**config.mk**
```make
export PLATFORM = sky130hd
export DESIGN_NAME = puf_soc_scan_mux
export DESIGN_NICKNAME = d
export VERILOG_FILES = /design/src/rtl/puf_soc_scan_mux.sv
export SDC_FILE = /design/constraint.sdc
export NUM_CORES = 1
export LEC_CHECK = 0
export ABC_CLOCK_PERIOD_IN_PS = 2450
export CAP_MARGIN = 15
export CORE_UTILIZATION = 47
export CTS_BUF_LIST = sky130_fd_sc_hd__clkbuf_16
export DETAILED_ROUTE_END_ITERATION = 10
export GPL_ROUTABILITY_DRIVEN = 0
export GPL_TIMING_DRIVEN = 0
export PLACE_DENSITY = 0.91
export SLEW_MARGIN = 20
export SYNTH_ARGS = -nofsm -noshare
export SYNTH_HDL_FRONTEND = slang
export SYNTH_SLANG_ARGS = --single-unit
```
**constraint.sdc**
```tcl
create_clock -name i_clk -period 2.45 [get_ports i_clk]
set_clock_uncertainty 0.15 [all_clocks]
set_input_delay 0.6125 -clock i_clk [delete_from_list [all_inputs] [get_ports i_clk]]
set_output_delay 0.6125 -clock i_clk [all_outputs]
set_load 0.005 [all_outputs]
```
**src/rtl/puf_soc_scan_mux.sv**
```systemverilog
// puf_soc_scan_mux
//   N_CH-to-1 PUF response selector with a registered output and an auto-scan mode.
//   It sits between the PUF cell array outputs and the response collector.
//   Manual mode registers channel[i_sel_mux] every cycle.
//   Scan mode streams channels lo..hi, one beat per channel, over o_valid/i_ready.
//
// Ports
//   i_clk, i_rst  clock, asynchronous active-high reset
//   i_data        packed responses; channel k = i_data[k*N_BIT +: N_BIT]
//   i_mode        0 = manual, 1 = scan (sampled only while idle)
//   i_sel_mux     manual-mode channel select
//   i_start       scan start pulse (idle and i_mode=1 only)
//   i_ch_lo/hi    first/last scan channel, inclusive, latched at start
//   i_abort       synchronous scan abort
//   i_ready       downstream ready
//   o_data, o_ch  registered response and its channel index
//   o_valid       scan beat valid
//   o_busy        high while not idle
//   o_done        one-cycle pulse after the last beat is accepted
//   o_err         one-cycle pulse on a rejected start

module puf_soc_scan_mux #(
    parameter int unsigned N_BIT = 1,
    parameter int unsigned N_CH  = 16,
    localparam int unsigned SEL_W = $clog2(N_CH)
) (
    input  logic                  i_clk,
    input  logic                  i_rst,
    input  logic [N_CH*N_BIT-1:0] i_data,
    input  logic                  i_mode,
    input  logic [SEL_W-1:0]      i_sel_mux,
    input  logic                  i_start,
    input  logic [SEL_W-1:0]      i_ch_lo,
    input  logic [SEL_W-1:0]      i_ch_hi,
    input  logic                  i_abort,
    input  logic                  i_ready,
    output logic [N_BIT-1:0]      o_data,
    output logic [SEL_W-1:0]      o_ch,
    output logic                  o_valid,
    output logic                  o_busy,
    output logic                  o_done,
    output logic                  o_err
);

    typedef enum logic [1:0] {StIdle, StScan, StDone} state_e;

    state_e           state_q, state_d;
    logic [N_BIT-1:0] data_q, data_d;
    // ch_q doubles as the scan counter: in scan mode it is always the channel on o_data.
    logic [SEL_W-1:0] ch_q, ch_d;
    logic [SEL_W-1:0] hi_q, hi_d;
    logic             valid_q, valid_d;
    logic             busy_q, busy_d;
    logic             done_q, done_d;
    logic             err_q, err_d;

    logic             start_ok;
    logic [SEL_W-1:0] ch_next;

    // Channel picker; selects beyond N_CH-1 (non power-of-two N_CH) return zero.
    function automatic logic [N_BIT-1:0] pick(input logic [N_CH*N_BIT-1:0] d,
                                              input logic [SEL_W-1:0] sel);
        logic [N_BIT-1:0] res;
        res = '0;
        for (int unsigned k = 0; k < N_CH; k++) begin
            if (sel == SEL_W'(k)) begin
                res = d[k*N_BIT +: N_BIT];
            end
        end
        return res;
    endfunction

    // hi <= N_CH-1 is guaranteed here, so the counter can never wrap during a scan.
    assign start_ok = (i_ch_lo <= i_ch_hi) && (32'(i_ch_hi) < N_CH);
    assign ch_next  = ch_q + SEL_W'(1);

    always_ff @(posedge i_clk or posedge i_rst) begin
        if (i_rst) begin
            state_q <= StIdle;
            data_q  <= '0;
            ch_q    <= '0;
            hi_q    <= '0;
            valid_q <= 1'b0;
            busy_q  <= 1'b0;
            done_q  <= 1'b0;
            err_q   <= 1'b0;
        end else begin
            state_q <= state_d;
            data_q  <= data_d;
            ch_q    <= ch_d;
            hi_q    <= hi_d;
            valid_q <= valid_d;
            busy_q  <= busy_d;
            done_q  <= done_d;
            err_q   <= err_d;
        end
    end

    always_comb begin
        state_d = state_q;
        data_d  = data_q;
        ch_d    = ch_q;
        hi_d    = hi_q;
        valid_d = valid_q;
        done_d  = 1'b0;
        err_d   = 1'b0;

        unique case (state_q)
            StIdle: begin
                if (!i_mode) begin
                    data_d = pick(i_data, i_sel_mux);
                    ch_d   = i_sel_mux;
                end else if (i_start) begin
                    if (start_ok) begin
                        state_d = StScan;
                        data_d  = pick(i_data, i_ch_lo);
                        ch_d    = i_ch_lo;
                        hi_d    = i_ch_hi;
                        valid_d = 1'b1;
                    end else begin
                        err_d = 1'b1;
                    end
                end
            end
            StScan: begin
                // Abort takes priority over a coinciding final handshake.
                if (i_abort) begin
                    state_d = StIdle;
                    valid_d = 1'b0;
                end else if (valid_q && i_ready) begin
                    if (ch_q < hi_q) begin
                        data_d = pick(i_data, ch_next);
                        ch_d   = ch_next;
                    end else begin
                        valid_d = 1'b0;
                        state_d = StDone;
                        done_d  = 1'b1;
                    end
                end
            end
            StDone: begin
                state_d = StIdle;
            end
            default: begin
                state_d = StIdle;
                valid_d = 1'b0;
            end
        endcase

        busy_d = (state_d != StIdle);
    end

    assign o_data  = data_q;
    assign o_ch    = ch_q;
    assign o_valid = valid_q;
    assign o_busy  = busy_q;
    assign o_done  = done_q;
    assign o_err   = err_q;

endmodule

```
Yosys cells after proc, flatten, opt, wreduce, memory -nomap -nowiden
Cells that the tools add are included.
{"block": "classes", "n_eq_ne": 57, "n_shift": 0, "mux": 84, "n_bitwise": 1, "n_mul": 0, "n_div": 0, "reduce_logical": 10, "magnitude_cmp": 2, "addsub": 1}
{"op": "equality test 4 bit (second input constant)", "count": 24}
{"op": "two-way mux 1 bit", "count": 68}
{"op": "equality test 4 x 3 -> 1 bit (second input constant)", "count": 12}
{"op": "equality test 4 x 2 -> 1 bit (second input constant)", "count": 6}
{"op": "two-way mux 4 bit", "count": 6}
{"op": "equality test 4 x 1 -> 1 bit (second input constant)", "count": 3}
{"op": "logical NOT 4 bit", "count": 3}
{"op": "two-way mux 2 bit", "count": 6}
{"op": "inequality test 2 bit (second input constant)", "count": 6}
{"op": "inequality test 3 bit (second input constant)", "count": 4}
{"op": "AND reduction 6 bit", "count": 2}
{"op": "case mux 4 bit (2 select lines)", "count": 1}
{"op": "adder 4 x 1 -> 4 bit (second input constant)", "count": 1}
{"op": "<= comparator 4 bit", "count": 1}
{"op": "less-than comparator 4 bit", "count": 1}
{"op": "case mux 2 bit (2 select lines)", "count": 1}
{"op": "AND reduction 4 bit", "count": 1}
{"op": "nonzero test 2 bit", "count": 2}
{"op": "case mux 1 bit (3 select lines)", "count": 1}
{"op": "equality test 2 x 1 -> 1 bit (second input constant)", "count": 1}
{"op": "equality test 2 bit (second input constant)", "count": 1}
{"op": "logical NOT 2 bit", "count": 1}
{"op": "case mux 1 bit (2 select lines)", "count": 1}
{"op": "logical AND 1 bit", "count": 1}
{"op": "inverter 1 bit", "count": 1}
{"block": "totals", "regBits": 15, "rom_bits": 0, "mem_count": 0, "mem_bits_rw": 0, "latch_bits": 0, "output_inout_bits": 9, "inputBits": 34}

Logic depth before layout (Yosys ltp)
Gate-level depths: netlist of the first run.
{"block": "depth", "depth_word": 22, "ltp_mapped": 10, "ltp_nobuf": 8}

Worst setup path after synthesis of the first run
No wires, ideal clock.
{"block": "synth_path", "path_type": "input to register", "from": "input i_ch_lo[0]", "to": "register data_q (netlist: o_data)", "stages": 7, "setup_time_ns": 0.135, "t_required_ns": 2.165, "arrival_ns": 2.021, "path_slack_ns": 0.144, "cell_sequence": "buf_6 -> mux4_1 -> mux2_2 -> nand3b_1 -> nand3_1 -> o31a_1 -> o2bb2ai_1"}
{"block": "synth_between", "elab_chain_len": 21, "elab_cells_between_ends": 39}
{"element": "start: declaration", "line_no": "33", "source": "input logic [SEL_W-1:0] i_ch_lo,"}
{"element": "logical NOT 4 bit", "line_no": "66", "source": "if (sel == SEL_W'(k)) begin"}
{"element": "two-way mux 1 bit (16 in a row)", "line_no": "66"}
{"element": "two-way mux 1 bit", "line_no": "114", "source": "if (start_ok) begin"}
{"element": "two-way mux 1 bit", "line_no": "113", "source": "end else if (i_start) begin"}
{"element": "two-way mux 1 bit", "line_no": "110", "source": "if (!i_mode) begin"}
{"element": "case mux 1 bit (2 select lines)", "line_no": "108", "source": "unique case (state_q)"}
{"element": "end signal: assignment", "line_no": "89", "source": "data_q <= data_d;"}
{"element": "end: declaration", "line_no": "48", "source": "logic [N_BIT-1:0] data_q, data_d;"}
Several ways; a longest one is shown, not always the timed one. The select of a mux whose other input is x is not followed.
A chain may end at the register's enable or synchronous reset.

Worst setup path in the final report of the first run
{"block": "layout_path", "from": "input i_ch_hi[1]", "to": "register data_q (netlist: o_data)"}
{"block": "layout_between", "elab_chain_len": 3}
{"element": "start: declaration", "line_no": "34", "source": "input logic [SEL_W-1:0] i_ch_hi,"}
{"element": "<= comparator 4 bit", "line_no": "74", "source": "assign start_ok = (i_ch_lo <= i_ch_hi) && (32'(i_ch_hi) < N_CH);"}
{"element": "inequality test 3 bit (no source line)"}
{"element": "AND reduction 6 bit (no source line)"}
Every way passes these cells.

==> flow_summary_export.csv, run 1 <==
group,metric,value,unit
setup_path,rrSetupSlack,0.03,ns
power,seq_power_share,25.6,%
layout,final-seq-area,378,um2
outcome,violations,"design-rule violations",
power,power_frac_comb,54.8,%
logic_synthesis,synth_warnings,0,
logic_synthesis,avgSynthCellArea,8.97,um2
logic_synthesis,synth_cell_types,43,
global_routing,grt_max_degree,16,
clock_tree,path_clk_slew,0.05,ns
logic_synthesis,synthSimpleGateAreaFrac,17.4,%
logic_synthesis,synthMuxAreaShare,17.5,%
logic_synthesis,ys_seq_elements,15,
routing,drt-initial-drc-count,106,
global_routing,antenna_found_initial,0,
floorplanning,core_area,2850,um2
min_path,min_to,"o_data",
floorplanning,top_level_ports,43,
layout,postLayoutCellArea,2050,um2
setup_path,reg2reg_to,"o_data",
power,p_clk_share,19.6,%
clock_tree,root_buffer,"clkbuf_16",
power,internal_power,0.988,mW
global_routing,grt_pass1_vias,1389,
logic_synthesis,syn_area,1450,um2
logic_synthesis,synth_top_family_by_area,"compound AO/OA/AOI/OAI gates",
layout,fin_cells,237,
logic_synthesis,synthAdderAreaFrac,10.3,%
place,portBuffers,37,
logic_synthesis,synth.top_cell.area_share,25.8,%
outcome,status,"finished, violations left",
clock_tree,insertion_delay,0.25,ns
clock_tree,tritoncts.num_buffers,3,
floorplanning,die_y,57.6,um
place,dp_hpwl,2.83,mm
power,ir_drop,0.773,mV
setup_path,cp.required,2.48,ns
routing,drt_first_pass_iters,7,
routing,wl_per_cell,18.3,um
global_routing,grt_overflow,0,
logic_synthesis,ys_seq_area_share,25.8,%
layout,antenna_cells,0,
logic_synthesis,synth_compound_area_share,20.3,%
timing,slew_violations,0,
floorplanning,initial_core_util,51.0,%
global_routing,track_usage,26.2,%
timing,whs,0.363,ns
timing,tightest_slew,0.688,ns
clock_tree,holdBufCountCts,0,
clock_tree,cts_buffer_depth,2,
layout,drive_gt1_share,16.0,%
timing,slew_headroom,53.8,%
power,p_switching,0.654,mW
setup_path,cp.arrival,2.45,ns
logic_synthesis,synth_ff_type,"dfrtp_1",
clock_tree,cts_tree,"done",
global_routing,grt_pass1_wl,6.52,mm
floorplanning,fp.dieW,57.6,um
setup_path,critPathLaunchType,"input port",
logic_synthesis,syn_inst,162,
min_path,whs_path_depth,2,
timing,finalCritPeriodShare,98.9,%
layout,syn_to_final_growth,40.9,%
logic_synthesis,async_reset_ff_share,100,%
routing,vias,1468,
floorplanning,die_area,3320,um2
power,p_leak,0.942,nW
setup_path,r2r-start,"o_ch[0]",
logic_synthesis,synth_nets,208,
setup_path,critPathKind,"input port to register",
clock_tree,h-tree-depth,1,
min_path,hold_path_class,"register to register",
min_path,min-delay-start,"o_data",
logic_synthesis,synth_area_leaders,"dfrtp_1 (26%), ha_1 (10%), mux2i_1 (6.9%), mux4_2 (4.6%), inv_1 (4.4%)",
setup_path,ff2ff_path_depth,7,
flow_run,drv_cap,0,
routing,remaining_drc_errors,2,
layout,multiInputGateArea,1030,um2
setup_path,crit_fanout,6,
timing,fin_setup_tns,0,ns
logic_synthesis,synth_xor_xnor_area_share,1.20,%
setup_path,end_kind,"register",
layout,fillerInstances,202,
power,p_per_area,802,nW/um2
floorplanning,rows,19,
logic_synthesis,synth_top_cell_by_area,"dfrtp_1",
timing,finalSetupViolCount,0,
routing,postRouteAntennaNets,0,
place,placed_cell_area,1860,um2
layout,layout.nets,253,
place,place_inst,230,
routing,wirelength,4.33,mm
timing,finalHoldViolCount,0,
logic_synthesis,synth_edf_count,0,
timing,period_needed,2.42,ns
routing,via_per_inst,6.19,
timing,max_freq,413,MHz
clock_tree,cts_sinks,15,
power,p_sw_share,39.8,%
==> worst max-delay path by stage <==
| stage | slack [ns] | start | endpoint | depth (start not counted) |
|---|---|---|---|---|
| 2_1_floorplan | 0.14 | i_ch_lo[0] | o_data | 7 |
| 3_3_place_gp | -0.57 | i_ch_lo[1] | o_data | 8 |
| 3_5_place_dp | -0.56 | i_ch_lo[1] | o_data | 8 |
| 4_1_cts | 0.00001 | i_ch_hi[1] | hi_q[2] | 10 |
| 5_1_grt | -0.11 | o_ch[1] | o_data | 7 |
| 6_report | 0.03 | i_ch_hi[1] | o_data | 10 |
==> final cells by class <==
type,count,share of cell area (%)
inverter,17,3.12
multi-input combinational,122,50.3
timing repair buffer,41,19.8
clock buffer,3,3.67
clock inverter,1,0.244
tap,31,1.89
buffer,7,2.50
sequential,15,18.4
==> Yosys cell counts, types with 2 or more instances <==
master and n:
mux4_2 3, mux2_2 3, a22oi_1 4, ha_1 12, nor2_1 10, nor3_1 5, nand3_1 6, nand2b_1 7
inv_1 17, nand3b_1 2, nand2_1 11, dfrtp_1 15, mux2i_1 10, o2111ai_1 2, o211ai_1 5, clkbuf_1 5
mux4_1 2, a21oi_1 5, o21ai_0 7, a2111oi_0 2, nor2b_1 6, a221o_1 2
==> power groups by stage <==
stage / logic [mW] / registers [mW] / clock network (mW)
global placement: 0.759 / 0.411 / 0
finish: 0.901 / 0.420 / 0.322
floorplan: 0.517 / 0.398 / 0
global route: 0.982 / 0.432 / 0.338
CTS: 0.828 / 0.419 / 0.317
detailed placement: 0.789 / 0.416 / 0
==> flip-flops by register name, indices dropped and copies added, names as in the netlist <==
signal   cells
o_busy       1
o_done       1
o_err        1
o_data       1
hi_q         4
o_ch         4
o_valid      1
state_q      2
==> layer usage <==
layer	wire length, um	track usage (%)	up-vias
met5	0	0	-
met4	82	8.71	0
met3	298	6.25	10
met2	2100	43.9	67
met1	1850	33.3	700
li1	-	-	691
==> stage by stage <==
| stage | power, mW | setup slack (ns) | util, % |
|---|---|---|---|
| final | 1.64 | 0.0268 | 71.8 |
| after detailed placement | 1.21 | -0.556 | 65.3 |
| after CTS | 1.56 | 0.00000999 | 70.4 |
| after floorplan | 0.916 | 0.144 | - |
| after global placement | 1.17 | -0.574 | 65.3 |
| after global routing | 1.75 | -0.113 | 71.8 |
==> timing repair <==
item | CTS | global route
pin swaps | 2 | 1
buffers inserted | 2 | 2
resized for setup | 15 | 12
setup endpoints to repair | 12 | 8
==> cells in the final DEF, fill, tap and decap left out, types with 3 or more instances in the layout <==
master | netlist | routed
dlymetal6s2s_1 | 0 | 3
a22oi_1 | 4 | 4
mux2i_1 | 10 | 10
nor2b_1 | 6 | 4
o211ai_1 | 5 | 5
inv_1 | 17 | 16
nand2b_1 | 7 | 6
clkdlybuf4s50_1 | 0 | 32
nor3_1 | 5 | 3
nor2_1 | 10 | 10
nand3_1 | 6 | 6
nand2_1 | 11 | 10
mux4_2 | 3 | 4
o21ai_0 | 7 | 6
buf_4 | 1 | 5
ha_1 | 12 | 11
clkbuf_1 | 5 | 3
dfrtp_1 | 15 | 13
a21oi_1 | 5 | 5
clkbuf_16 | 0 | 3
==> cell families (layout without fill, tap and decap cells) <==
kind of cell	after synthesis	count (layout)
AND/OR/NAND/NOR	50	50
AO/OA/AOI/OAI	40	40
buffers and inverters	25	69
multiplexers	18	18
flip-flops	15	15
adder cells (fa/ha/maj)	12	12
XOR/XNOR	2	2
==> critical path: stages <==
cell	delay, ns
clkdlybuf4s50_1	0.47
inv_2	0.05
ha_4	0.26
nor2b_4	0.13
nor3_2	0.05
o21bai_2	0.21
o221ai_4	0.20
buf_4	0.20
buf_4	0.13
o2bb2ai_1	0.12
No activity file was read; power rests on OpenSTA's default activity.
==> run 2, diff against run 1 <==
- ABC_CLOCK_PERIOD_IN_PS: 2450 -> unset
==> results of run 2 <==
No change in the layout: final DEF, timing and power equal those of run 1.
==> run 3, diff against run 2 <==
- CORE_UTILIZATION: 47 -> 63
- CTS_BUF_LIST: sky130_fd_sc_hd__clkbuf_16 -> unset
- DONT_BUFFER_PORTS: unset -> 1
- GPL_TIMING_DRIVEN: 0 -> unset
- PLACE_DENSITY: 0.91 -> 0.9
==> flow_summary_export.csv, run 3 (synthesis results as in run 1) <==
group,metric,value,unit
timing,finalSetupViolCount,0,
power,p_clk_share,11.1,%
routing,vias,1370,
floorplanning,die_area,2500,um2
power,p_switching,0.547,mW
routing,drt-initial-drc-count,75,
place,place_inst,191,
place,dp_hpwl,2.95,mm
global_routing,antenna_found_initial,0,
layout,layout.nets,214,
power,p_leak,0.723,nW
global_routing,grt_overflow,0,
setup_path,path_buf_inv,1,
layout,multiInputGateArea,972,um2
global_routing,track_usage,31.3,%
setup_path,slowest_delay,0.44,ns
floorplanning,die_y,50.0,um
floorplanning,rows,17,
clock_tree,holdBufCountCts,0,
clock_tree,cts_buffer_depth,2,
min_path,hold_path_class,"input port to async pin",
global_routing,grt_pass1_wl,5.98,mm
timing,rsz0062_at_grt,"false",
layout,postLayoutCellArea,1540,um2
layout,syn_to_final_growth,6.11,%
floorplanning,fp.dieW,50.0,um
layout,fillerInstances,161,
setup_path,crit_chain,"buf_4, ha_1, xor2_1, mux4_2, o31ai_1, a311o_1, o2bb2ai_1",
setup_path,end_kind,"register",
routing,via_per_inst,7.03,
timing,slew_headroom,63.7,%
floorplanning,core_area,2190,um2
power,p_sw_share,42.2,%
place,portBuffers,0,
outcome,status,"complete, no violations",
setup_path,critPathKind,"register to register",
clock_tree,cts_tree,"done",
global_routing,grt_max_degree,16,
power,seq_power_share,31.1,%
clock_tree,tritoncts.num_buffers,3,
routing,drt_first_pass_iters,4,
floorplanning,initial_core_util,66.4,%
place,placed_cell_area,1510,um2
setup_path,critPathLaunchType,"register",
timing,max_freq,434,MHz
layout,final_cell_mix,"inv_1 (17), dfrtp_1 (14), ha_1 (12), nand2_1 (11)",
floorplanning,top_level_ports,43,
clock_tree,cts_sinks,15,
timing,whs,0.0874,ns
power,power_frac_comb,57.7,%
global_routing,grt_pass1_vias,1353,
clock_tree,h-tree-depth,1,
power,internal_power,0.750,mW
routing,postRouteAntennaNets,0,
clock_tree,insertion_delay,0.29,ns
timing,fin_setup_tns,0,ns
layout,drive_gt1_share,13.8,%
timing,finalHoldViolCount,0,
timing,period_needed,2.30,ns
setup_path,crit_fanout,5,
timing,tightest_slew,0.544,ns
setup_path,cp.arrival,2.38,ns
routing,remaining_drc_errors,0,
timing,slew_violations,0,
setup_path,cp.required,2.53,ns
flow_run,drv_cap,0,
power,ir_drop,0.718,mV
layout,fin_cells,195,
layout,final-seq-area,377,um2
setup_path,worst_path_max_delay_cell,"dfrtp_1",
layout,layout_commonest_cell,"inv_1",
power,p_per_area,840,nW/um2
clock_tree,path_clk_slew,0.10,ns
routing,wirelength,3.64,mm
routing,wl_per_cell,18.7,um
timing,finalCritPeriodShare,94.0,%
setup_path,crit_family,"compound AO/OA/AOI/OAI gates",
layout,antenna_cells,0,
clock_tree,root_buffer,"clkbuf_4",
layout,fin_util,70.4,%
run 3: cell count changes in the layout (fill, tap and decap cells not counted), sizes merged:
cell,previous run,this run
clkdlybuf4s50,32,0
dlygate4sd2,2,0
clkbuf,8,3
buf,6,9
dlymetal6s2s,3,0
run 3: path summary, 6_finish.rpt:
| path | start | endpoint | slack (ns) | cells after the start |
|---|---|---|---|---|
| setup reg to reg | o_ch[1] | o_data | 0.15 | 7 |
| min in group i_clk | i_abort | o_busy | 0.28 | 1 |
| max in group asynchronous | i_rst | o_ch[0] | 1.66 | 1 |
| hold / removal | i_rst | o_data | 0.09 | 1 |
| setup / recovery | o_ch[1] | o_data | 0.15 | 7 |
| hold reg to reg | hi_q[0] | hi_q[0] | 0.37 | 1 |
run 3: final cells by class:
| cell class | count | area share, % |
|---|---|---|
| Inverter | 17 | 4.14 |
| Timing Repair Buffer | 9 | 4.38 |
| Sequential cell | 15 | 24.4 |
| Clock inverter | 1 | 0.324 |
| Multi-Input combinational cell | 122 | 63.0 |
| Clock buffer | 3 | 1.46 |
| Tap cell | 28 | 2.27 |
run 3: power by group through the flow:
stage / Sequential [mW] / Clock [mW] / Combinational, mW
after floorplan: 0.398 / 0 / 0.517
after global placement: 0.401 / 0 / 0.683
after detailed placement: 0.405 / 0 / 0.730
after CTS: 0.400 / 0.148 / 0.734
after global routing: 0.414 / 0.153 / 0.826
final: 0.404 / 0.144 / 0.748
run 3: worst reg2reg max path: stages, from the launching register on:
cell       delay (ns)
dfrtp_1          0.44
buf_4            0.18
ha_1             0.21
xor2_1           0.39
mux4_2           0.38
o31ai_1          0.23
a311o_1          0.16
o2bb2ai_1        0.11
run 3: per-layer routing:
metal	vias to the layer above	global-route usage [%]	wire length, um
li1	607	-	-
met1	646	38.2	1390
met2	90	52.4	1740
met3	27	9.26	368
met4	0	9.52	149
met5	-	0	0
run 3: repair_timing:
action                     CTS  global route
buffers inserted             0             0
resized for setup            0             2
setup endpoints to repair    0             1
run 3: metrics by stage:
stage,total power [mW],worst slack [ns]
3_5_place_dp,1.13,0.0910
2_1_floorplan,0.916,0.144
3_3_place_gp,1.08,0.233
5_1_grt,1.39,0.0314
6_report,1.30,0.148
4_1_cts,1.28,0.0583
